<file path="src/rtl/alu_pkg.sv">
// Shared encodings for the sequential ALU: base ALUctr codes, M-extension codes
// and the control FSM state type.
package alu_pkg;

    localparam int M_BIT = 4;

    localparam logic [3:0] OP_ADD   = 4'b0000;
    localparam logic [3:0] OP_SUB   = 4'b1000;
    localparam logic [3:0] OP_SLL   = 4'b0001;
    localparam logic [3:0] OP_SLT   = 4'b0010;
    localparam logic [3:0] OP_SLTU  = 4'b1010;
    localparam logic [3:0] OP_PASSB = 4'b0011;
    localparam logic [3:0] OP_XOR   = 4'b0100;
    localparam logic [3:0] OP_SRL   = 4'b0101;
    localparam logic [3:0] OP_SRA   = 4'b1101;
    localparam logic [3:0] OP_OR    = 4'b0110;
    localparam logic [3:0] OP_AND   = 4'b0111;

    localparam logic [2:0] OP_MUL    = 3'd0;
    localparam logic [2:0] OP_MULH   = 3'd1;
    localparam logic [2:0] OP_MULHSU = 3'd2;
    localparam logic [2:0] OP_MULHU  = 3'd3;
    localparam logic [2:0] OP_DIV    = 3'd4;
    localparam logic [2:0] OP_DIVU   = 3'd5;
    localparam logic [2:0] OP_REM    = 3'd6;
    localparam logic [2:0] OP_REMU   = 3'd7;

    typedef enum logic [1:0] {
        S_IDLE = 2'd0,
        S_BUSY = 2'd1,
        S_DONE = 2'd2
    } alu_state_e;

endpackage

</file>
<file path="src/rtl/mdu_iter.sv">
// Iterative multiply/divide datapath: shift-add multiply and restoring divide on
// operand magnitudes, one step per cycle, sign fix-up folded into the last step.
module mdu_iter
    import alu_pkg::*;
#(
    parameter int WIDTH = 32
) (
    input  logic             clk,
    input  logic             rst_n,
    input  logic             start,
    input  logic             busy,
    input  logic [2:0]       op,
    input  logic [WIDTH-1:0] a,
    input  logic [WIDTH-1:0] b,
    output logic             done,
    output logic [WIDTH-1:0] result
);

    localparam int SHW = $clog2(WIDTH);

    logic [2*WIDTH-1:0] acc_q, acc_d, acc_step, prod;
    logic [WIDTH-1:0]   opnd_q, opnd_d;
    logic [2:0]         op_q, op_d;
    logic               neg_res_q, neg_res_d;
    logic               neg_rem_q, neg_rem_d;
    logic [SHW-1:0]     cnt_q, cnt_d;

    logic               a_sgn, b_sgn, sa, sb;
    logic [WIDTH-1:0]   mag_a, mag_b, hi, lo, diff, quo, rmd;
    logic [WIDTH:0]     rem_try, sum;

    always_comb begin
        a_sgn = op[2] ? ~op[0] : (op == OP_MULH || op == OP_MULHSU);
        b_sgn = op[2] ? ~op[0] : (op == OP_MULH);
        sa    = a_sgn & a[WIDTH-1];
        sb    = b_sgn & b[WIDTH-1];
        mag_a = sa ? -a : a;
        mag_b = sb ? -b : b;
    end

    // Multiply keeps the multiplier in the low half and shifts right;
    // divide keeps the dividend in the low half and shifts quotient bits in.
    always_comb begin
        hi       = acc_q[2*WIDTH-1:WIDTH];
        lo       = acc_q[WIDTH-1:0];
        rem_try  = {hi, lo[WIDTH-1]};
        diff     = rem_try[WIDTH-1:0] - opnd_q;
        sum      = {1'b0, hi} + (lo[0] ? {1'b0, opnd_q} : '0);
        acc_step = {sum, lo[WIDTH-1:1]};
        if (op_q[2]) begin
            if (rem_try >= {1'b0, opnd_q}) begin
                acc_step = {diff, lo[WIDTH-2:0], 1'b1};
            end else begin
                acc_step = {rem_try[WIDTH-1:0], lo[WIDTH-2:0], 1'b0};
            end
        end
    end

    always_comb begin
        prod   = neg_res_q ? -acc_step : acc_step;
        quo    = acc_step[WIDTH-1:0];
        rmd    = acc_step[2*WIDTH-1:WIDTH];
        result = '0;
        case (op_q)
            OP_MUL:                      result = prod[WIDTH-1:0];
            OP_MULH, OP_MULHSU, OP_MULHU: result = prod[2*WIDTH-1:WIDTH];
            OP_DIV, OP_DIVU:             result = neg_res_q ? -quo : quo;
            OP_REM, OP_REMU:             result = neg_rem_q ? -rmd : rmd;
            default:                     result = '0;
        endcase
    end

    assign done = busy & (cnt_q == SHW'(WIDTH - 1));

    always_comb begin
        acc_d     = acc_q;
        opnd_d    = opnd_q;
        op_d      = op_q;
        neg_res_d = neg_res_q;
        neg_rem_d = neg_rem_q;
        cnt_d     = cnt_q;
        if (start) begin
            acc_d     = {{WIDTH{1'b0}}, (op[2] ? mag_a : mag_b)};
            opnd_d    = op[2] ? mag_b : mag_a;
            op_d      = op;
            neg_res_d = sa ^ sb;
            neg_rem_d = sa;
            cnt_d     = '0;
        end else if (busy) begin
            acc_d = acc_step;
            cnt_d = cnt_q + 1'b1;
        end
    end

    always_ff @(posedge clk or negedge rst_n) begin
        if (!rst_n) begin
            acc_q     <= '0;
            opnd_q    <= '0;
            op_q      <= '0;
            neg_res_q <= 1'b0;
            neg_rem_q <= 1'b0;
            cnt_q     <= '0;
        end else begin
            acc_q     <= acc_d;
            opnd_q    <= opnd_d;
            op_q      <= op_d;
            neg_res_q <= neg_res_d;
            neg_rem_q <= neg_rem_d;
            cnt_q     <= cnt_d;
        end
    end

endmodule

</file>
<file path="src/rtl/seq_alu.sv">
// Handshaked ALU: single-cycle base ops and M-extension special cases, iterative
// multiply/divide via mdu_iter. Results and flags are registered.
module seq_alu
    import alu_pkg::*;
#(
    parameter  int WIDTH = 32,
    localparam int SHW   = $clog2(WIDTH)
) (
    input  logic             clk,
    input  logic             rst_n,
    input  logic             in_valid,
    output logic             in_ready,
    input  logic [4:0]       op,
    input  logic [WIDTH-1:0] dataa,
    input  logic [WIDTH-1:0] datab,
    output logic             out_valid,
    input  logic             out_ready,
    output logic [WIDTH-1:0] result,
    output logic             zero,
    output logic             less,
    output alu_state_e       dbg_state
);

    // Handshake: a transfer happens on any rising edge where valid & ready are both high.
    alu_state_e       state_q, state_d;
    logic [WIDTH-1:0] result_q, result_d;
    logic             zero_q, zero_d, less_q, less_d;

    logic             m_op, is_rsvd, is_divf, div_zero, div_ovf, single, accept;
    logic [3:0]       ctr;
    logic [SHW-1:0]   shamt;
    logic [WIDTH-1:0] alu_res, sc_res, mdu_res;
    logic             alu_less, alu_cmp, sc_zero, sc_less, mdu_done;

    assign m_op  = op[M_BIT];
    assign ctr   = op[3:0];
    assign shamt = datab[SHW-1:0];

    always_comb begin
        alu_res  = '0;
        alu_less = 1'b0;
        alu_cmp  = 1'b0;
        case (ctr[2:0])
            OP_ADD[2:0]:   alu_res = (ctr == OP_SUB) ? dataa - datab : dataa + datab;
            OP_SLL[2:0]:   alu_res = dataa << shamt;
            OP_SLT[2:0]: begin
                alu_cmp  = 1'b1;
                alu_less = (ctr == OP_SLTU) ? (dataa < datab) : ($signed(dataa) < $signed(datab));
                alu_res  = {{(WIDTH-1){1'b0}}, alu_less};
            end
            OP_PASSB[2:0]: alu_res = datab;
            OP_XOR[2:0]:   alu_res = dataa ^ datab;
            OP_SRL[2:0]:   alu_res = (ctr == OP_SRA) ? WIDTH'($signed(dataa) >>> shamt) : dataa >> shamt;
            OP_OR[2:0]:    alu_res = dataa | datab;
            OP_AND[2:0]:   alu_res = dataa & datab;
            default:       alu_res = '0;
        endcase
    end

    // Divide-by-zero and signed overflow resolve without iterating.
    assign is_rsvd  = m_op & op[3];
    assign is_divf  = m_op & ~op[3] & op[2];
    assign div_zero = is_divf & (datab == '0);
    assign div_ovf  = is_divf & ~op[0] & (dataa == {1'b1, {(WIDTH-1){1'b0}}}) & (datab == '1);
    assign single   = ~m_op | is_rsvd | div_zero | div_ovf;

    always_comb begin
        sc_res  = alu_res;
        sc_less = alu_less;
        sc_zero = alu_cmp ? (dataa == datab) : (alu_res == '0);
        if (m_op) begin
            sc_less = 1'b0;
            if (is_rsvd)       sc_res = '0;
            else if (div_zero) sc_res = op[1] ? dataa : '1;
            else               sc_res = op[1] ? '0 : dataa;
            sc_zero = (sc_res == '0);
        end
    end

    assign in_ready = (state_q == S_IDLE) | ((state_q == S_DONE) & out_ready);
    assign accept   = in_valid & in_ready;

    mdu_iter #(.WIDTH(WIDTH)) u_mdu (
        .clk    (clk),
        .rst_n  (rst_n),
        .start  (accept & ~single),
        .busy   (state_q == S_BUSY),
        .op     (op[2:0]),
        .a      (dataa),
        .b      (datab),
        .done   (mdu_done),
        .result (mdu_res)
    );

    always_comb begin
        state_d  = state_q;
        result_d = result_q;
        zero_d   = zero_q;
        less_d   = less_q;
        case (state_q)
            S_IDLE:  if (accept) state_d = single ? S_DONE : S_BUSY;
            S_BUSY:  if (mdu_done) state_d = S_DONE;
            S_DONE:  if (out_ready) state_d = accept ? (single ? S_DONE : S_BUSY) : S_IDLE;
            default: state_d = S_IDLE;
        endcase
        if (accept & single) begin
            result_d = sc_res;
            zero_d   = sc_zero;
            less_d   = sc_less;
        end else if (mdu_done) begin
            result_d = mdu_res;
            zero_d   = (mdu_res == '0);
            less_d   = 1'b0;
        end
    end

    always_ff @(posedge clk or negedge rst_n) begin
        if (!rst_n) begin
            state_q  <= S_IDLE;
            result_q <= '0;
            zero_q   <= 1'b0;
            less_q   <= 1'b0;
        end else begin
            state_q  <= state_d;
            result_q <= result_d;
            zero_q   <= zero_d;
            less_q   <= less_d;
        end
    end

    assign out_valid = (state_q == S_DONE);
    assign result    = result_q;
    assign zero      = zero_q;
    assign less      = less_q;
    assign dbg_state = state_q;

endmodule

</file>
<file path="config.mk">
export PLATFORM = sky130hd
export DESIGN_NAME = seq_alu
export DESIGN_NICKNAME = d
export VERILOG_FILES = /design/src/rtl/alu_pkg.sv /design/src/rtl/mdu_iter.sv /design/src/rtl/seq_alu.sv
export SDC_FILE = /design/constraint.sdc
export NUM_CORES = 1
export LEC_CHECK = 0
export CAP_MARGIN = 10
export CORE_ASPECT_RATIO = 0.7
export CORE_MARGIN = 3
export CORE_UTILIZATION = 35
export DETAILED_ROUTE_END_ITERATION = 12
export PLACE_DENSITY = 0.6
export SLEW_MARGIN = 20
export SYNTH_ARGS = -nofsm -noshare
export SYNTH_HDL_FRONTEND = slang
export SYNTH_SLANG_ARGS = --single-unit
export TNS_END_PERCENT = 1
</file>
<file path="constraint.sdc">
create_clock -name clk -period 12.29 [get_ports clk]
set_input_delay 1.8435 -clock clk [delete_from_list [all_inputs] [get_ports clk]]
set_output_delay 1.8435 -clock clk [all_outputs]
set_load 0.005 [all_outputs]
</file>
==> results list <==
* Top achievable clock speed: between 100 and 150 MHz
- Startpoint class of the critical path: register
* Worst-margin pin slew: between 1 and 1.5 ns
- The flow ran to the end, and the final reports show no timing, DRC or antenna violations.
- Combinational cells account for 77.3% of the total power.
* Hold Crit Class: register to register
- Share of synthesized flip-flops with an asynchronous set or reset: between 90% and 100%
* Number of distinct standard cells referenced by the synthesized netlist: around 130
* Biggest cell delay along the critical path: about 0.63 ns
- CP Data Required Time: 12.72 ns
- Fraction of the yosys area taken by sequential cells: 14.1%
* Area growth from synthesis to layout: 9.50%
* Clock tree from TritonCTS: built
- Before antenna repair, the detailed router went through 5 iterations.
- The number of global-route vias before repair was approximately 26000.
- Number of nets in the finished design: ~3700
- Total half-perimeter wirelength after legalization and detailed placement: between 100000 and 150000 microns
- Cells fill 39.2% of the core in the end.
* Via density per instance: around 6.6
- CP Max Fanout: 16
* Routed WL: around 130000 microns
- The initial utilization of the core area, before any placement, comes to between 30% and 40%.
- CTS resizes: 0
- Across all layers, the routed design uses approximately 29000 vias.
- Largest net degree at the start of global routing: 104
- On the final layout, the worst clock skew is around 0.017 ns.
* Number of antenna violations at the first check in global routing: 8
- Port buffering added 110 buffers.
* Clock Tree Root: sky130_fd_sc_hd__clkbuf_16
- The mapped netlist covers about 0.025 sq mm.
- The die covers between 0.07 and 0.08 sq mm.
* Switch share: roughly 59%
- Once the clock tree was built, the setup fixing pass inserted 0 buffers.
- Register bit total from synthesis: 142
- Worst slew margin relative to its limit: approximately 18%
* Post-synthesis compound-gate area fraction: between 30 and 40%
* Part of the total power dissipated in the clock network: between 8 and 9%
- For this design, the CTS-stage hold fixing added 0 buffers.
- After clock tree synthesis, the clock-pin slew on the worst setup and hold paths is about 0.080 ns.
- Max-capacitance violation count: 0
- Buffers inserted during clock tree synthesis total 17.
- In this run the power spent charging and discharging nets is between 3 and 4 mW.
* Int Pwr: 2.65 mW
- Crit path cell chain: ha_1, and3_1, a22oi_1, o21ai_2, nor2_4, a21oi_2, a21oi_1, ha_1, o21ai_0, or3_1, or4_4, nor4b_4, nor2_1, xnor2_1, a21oi_1, o221ai_1, or4_1, nor4_1, o2111ai_1, a311oi_1, nand4_1, o41ai_2, a31o_1
- Final period utilization: between 60 and 70%
- Cells with a size suffix above 1 make up under 10% of the layout.
* Maximum level of the CTS H-tree: 4
- Setup_tns: 0 ns
* Final max-slew violation count: 0
- Simple-gate area share of the yosys netlist: 23.2%
* Adder-cell share of the synthesized area: under 10%
- The count of nets left with antenna violations once routing finished came out at 0.
* Xor and xnor fraction of the mapped netlist area: under 10%
- Setup repair after global routing missed its margin: false
- Chip Height: 231 microns
* Count of mapped cells out of synthesis: about 3500
- Summed over all cells, the static leakage comes to ~11 nW.
* Routability congestion estimate: a little over 1
- Counting flops with a built-in enable in the synthesized netlist gives 0.
- Clock sink total: ~140
- Num ports: between 100 and 150
- Mean instance size in the synthesized netlist: about 7.2 sq um
- Global routing consumed, over all layers together, between 30 and 40% of the routing resources.
* Arrival time worst endpoint: about 8.9 ns
- Floorplan core area: 0.0706 sq mm
* # fillers: roughly 7500
* Warnings, synthesis: 0
- After floorplanning, the core was divided into ~80 placement rows.
- Final setup violation count: 0
* Final Hold Violating Endpoints: 0
- Die Span X: 327 microns
- Wire length of the first global-routing pass: approximately 190000 microns
- For this design the ratio of total power to cell area is 235 mW/mm^2.
* Multiplexer share of the synthesized area: approximately 10%
- The share of total power dissipated in sequential elements is between 10 and 15%.
- The worst setup path is of the register to register kind.
- DRC errors left: 0
* VDD IR-drop max: between 0.15 and 0.2 mV
* Prevailing post-synth register cell: sky130_fd_sc_hd__dfrtp_1
- The worst setup path is captured at a register.
* CP max-delay cell: sky130_fd_sc_hd__or4_4
* Average wire length per cell after detail routing: slightly below 30 microns
* Clock insertion delay at the later pin of the skew report: roughly 0.48 ns
- Remaining Overflow, GRT: 0
- Total nets after synthesis: about 3800
- Largest family of logic cells by synthesized area: compound AO/OA/AOI/OAI gates
- The clock passes through at most 2 buffers.
* Time the final worst path needs with I/O delays and setup: about 8.5 ns
- First DRT Iteration DRCs: about 5100
-- layout by cell type (no fill, tap or decap), types with 67 or more instances in the layout --
master	n
sky130_fd_sc_hd__o211ai_1	67
sky130_fd_sc_hd__nand2_1	372
sky130_fd_sc_hd__clkdlybuf4s50_1	100
sky130_fd_sc_hd__o21ai_0	349
sky130_fd_sc_hd__buf_4	83
sky130_fd_sc_hd__xnor2_1	140
sky130_fd_sc_hd__nor3_1	88
sky130_fd_sc_hd__inv_1	161
sky130_fd_sc_hd__dfrtp_1	141
sky130_fd_sc_hd__mux2i_1	95
sky130_fd_sc_hd__nor2_1	316
sky130_fd_sc_hd__ha_1	168
sky130_fd_sc_hd__a21oi_1	314
sky130_fd_sc_hd__nand3_1	96
-- through the flow --
stage / power [mW] / hold WS, ns / cells / area, sq um / worst slack (ns)
final: 6.51 / 0.510 / 4441 / 27700 / 3.80
after floorplan: 4.12 / 0.464 / 3531 / 25300 / 4.60
after global routing: 6.90 / 0.535 / 4437 / 27700 / 3.46
after CTS: 6.29 / 0.511 / 4435 / 27600 / 4.30
after detailed placement: 5.71 / 0.496 / 4403 / 27000 / 4.33
after global placement: 5.71 / 0.489 / 4403 / 27000 / 4.38
-- Yosys cell counts, types with 18 or more instances --
cell / count / area [sq um]
sky130_fd_sc_hd__a211oi_1: 37 / 278
sky130_fd_sc_hd__a21o_1: 49 / 368
sky130_fd_sc_hd__a21oi_1: 314 / 1570
sky130_fd_sc_hd__a221oi_1: 18 / 158
sky130_fd_sc_hd__a22oi_1: 21 / 158
sky130_fd_sc_hd__a31oi_1: 45 / 282
sky130_fd_sc_hd__and2_1: 51 / 319
sky130_fd_sc_hd__and3_1: 25 / 156
sky130_fd_sc_hd__buf_1: 31 / 116
sky130_fd_sc_hd__buf_2: 33 / 165
sky130_fd_sc_hd__clkbuf_1: 198 / 743
sky130_fd_sc_hd__dfrtp_1: 142 / 3550
sky130_fd_sc_hd__ha_1: 168 / 2100
sky130_fd_sc_hd__inv_1: 163 / 612
sky130_fd_sc_hd__mux2i_1: 95 / 951
sky130_fd_sc_hd__mux4_2: 63 / 1420
sky130_fd_sc_hd__nand2_1: 372 / 1400
sky130_fd_sc_hd__nand2b_1: 21 / 131
sky130_fd_sc_hd__nand3_1: 97 / 485
sky130_fd_sc_hd__nand4_1: 50 / 313
sky130_fd_sc_hd__nor2_1: 320 / 1200
sky130_fd_sc_hd__nor2b_1: 22 / 138
sky130_fd_sc_hd__nor3_1: 89 / 445
sky130_fd_sc_hd__nor4_1: 32 / 200
sky130_fd_sc_hd__o211ai_1: 67 / 503
sky130_fd_sc_hd__o21a_1: 21 / 158
sky130_fd_sc_hd__o21ai_0: 350 / 1750
sky130_fd_sc_hd__o221ai_1: 33 / 289
sky130_fd_sc_hd__o22ai_1: 40 / 250
sky130_fd_sc_hd__o31ai_1: 32 / 240
sky130_fd_sc_hd__or2_2: 21 / 131
sky130_fd_sc_hd__or3_1: 30 / 188
sky130_fd_sc_hd__xnor2_1: 140 / 1230
sky130_fd_sc_hd__xor2_1: 48 / 420
-- cell families (layout without fill, tap and decap cells) --
group           after synthesis  after routing
compound gates             1207           1207
fa+ha+maj                   174            174
simple gates               1215           1215
xor+xnor                    188            188
buf+inv                     438            389
other cells                   0              5
flops                       142            142
mux                         167            167
-- sequential cells by signal, summed over array words and instances (netlist names) --
signal / count
zero: 1
u_mdu.op_q: 3
dbg_state: 2
u_mdu.neg_res_q: 1
less: 1
u_mdu.acc_q: 64
u_mdu.neg_rem_q: 1
result: 32
u_mdu.cnt_q: 5
u_mdu.opnd_q: 32
-- worst paths after layout --
| kind | startpoint | to | slack [ns] | cells after the start |
|---|---|---|---|---|
| setup / recovery | u_mdu.acc_q[51] | zero | 3.80 | 23 |
| hold / removal | result[12] | result[12] | 0.51 | 2 |
| setup reg to reg | u_mdu.acc_q[51] | zero | 3.80 | 23 |
| hold reg to reg | result[12] | result[12] | 0.51 | 2 |
| max in group asynchronous | rst_n | u_mdu.neg_res_q | 9.56 | 2 |
| min in group asynchronous | rst_n | u_mdu.opnd_q[7] | 1.36 | 1 |
-- layout make-up --
cell class	count	area [sq um]	area share [%]
clock buffers	18	429	1.55
well taps	954	1190	4.32
inverters	165	619	2.24
multi-input cells	2951	20000	72.3
clock inverters	14	158	0.570
repair buffers	192	1700	6.13
flip-flops and latches	142	3560	12.9
diodes	5	12.5	0.0452
-- power groups by stage --
stage          Clock [mW]  Sequential (mW)  Combinational, mW
6_report            0.550            0.929               5.03
5_1_grt             0.573            0.955               5.37
4_1_cts             0.554            0.914               4.82
3_5_place_dp            0            0.919               4.80
3_3_place_gp            0            0.920               4.79
2_1_floorplan           0            0.798               3.32
-- worst max-delay path, delay by kind of cell (launching register included) --
kind / cells / cell delay (ns)
AOI/OAI and AO/OA: 11 / 3.54
and+or+nand+nor: 9 / 3.64
xor gates and xnor gates: 1 / 0.15
DFF: 1 / 0.42
adders and majority gates: 2 / 0.67
-- layer usage --
| layer | vias to the layer above | part of all wire (%) | GRT usage [%] |
|---|---|---|---|
| met2 | 2067 | 35 | 39.1 |
| met4 | 6 | 2.0 | 6.46 |
| met3 | 172 | 18 | 17.5 |
| li1 | 12914 | - | - |
| met1 | 14141 | 45 | 50.7 |
| met5 | - | 0.032 | 0 |
No activity file was read; power rests on OpenSTA's default activity.
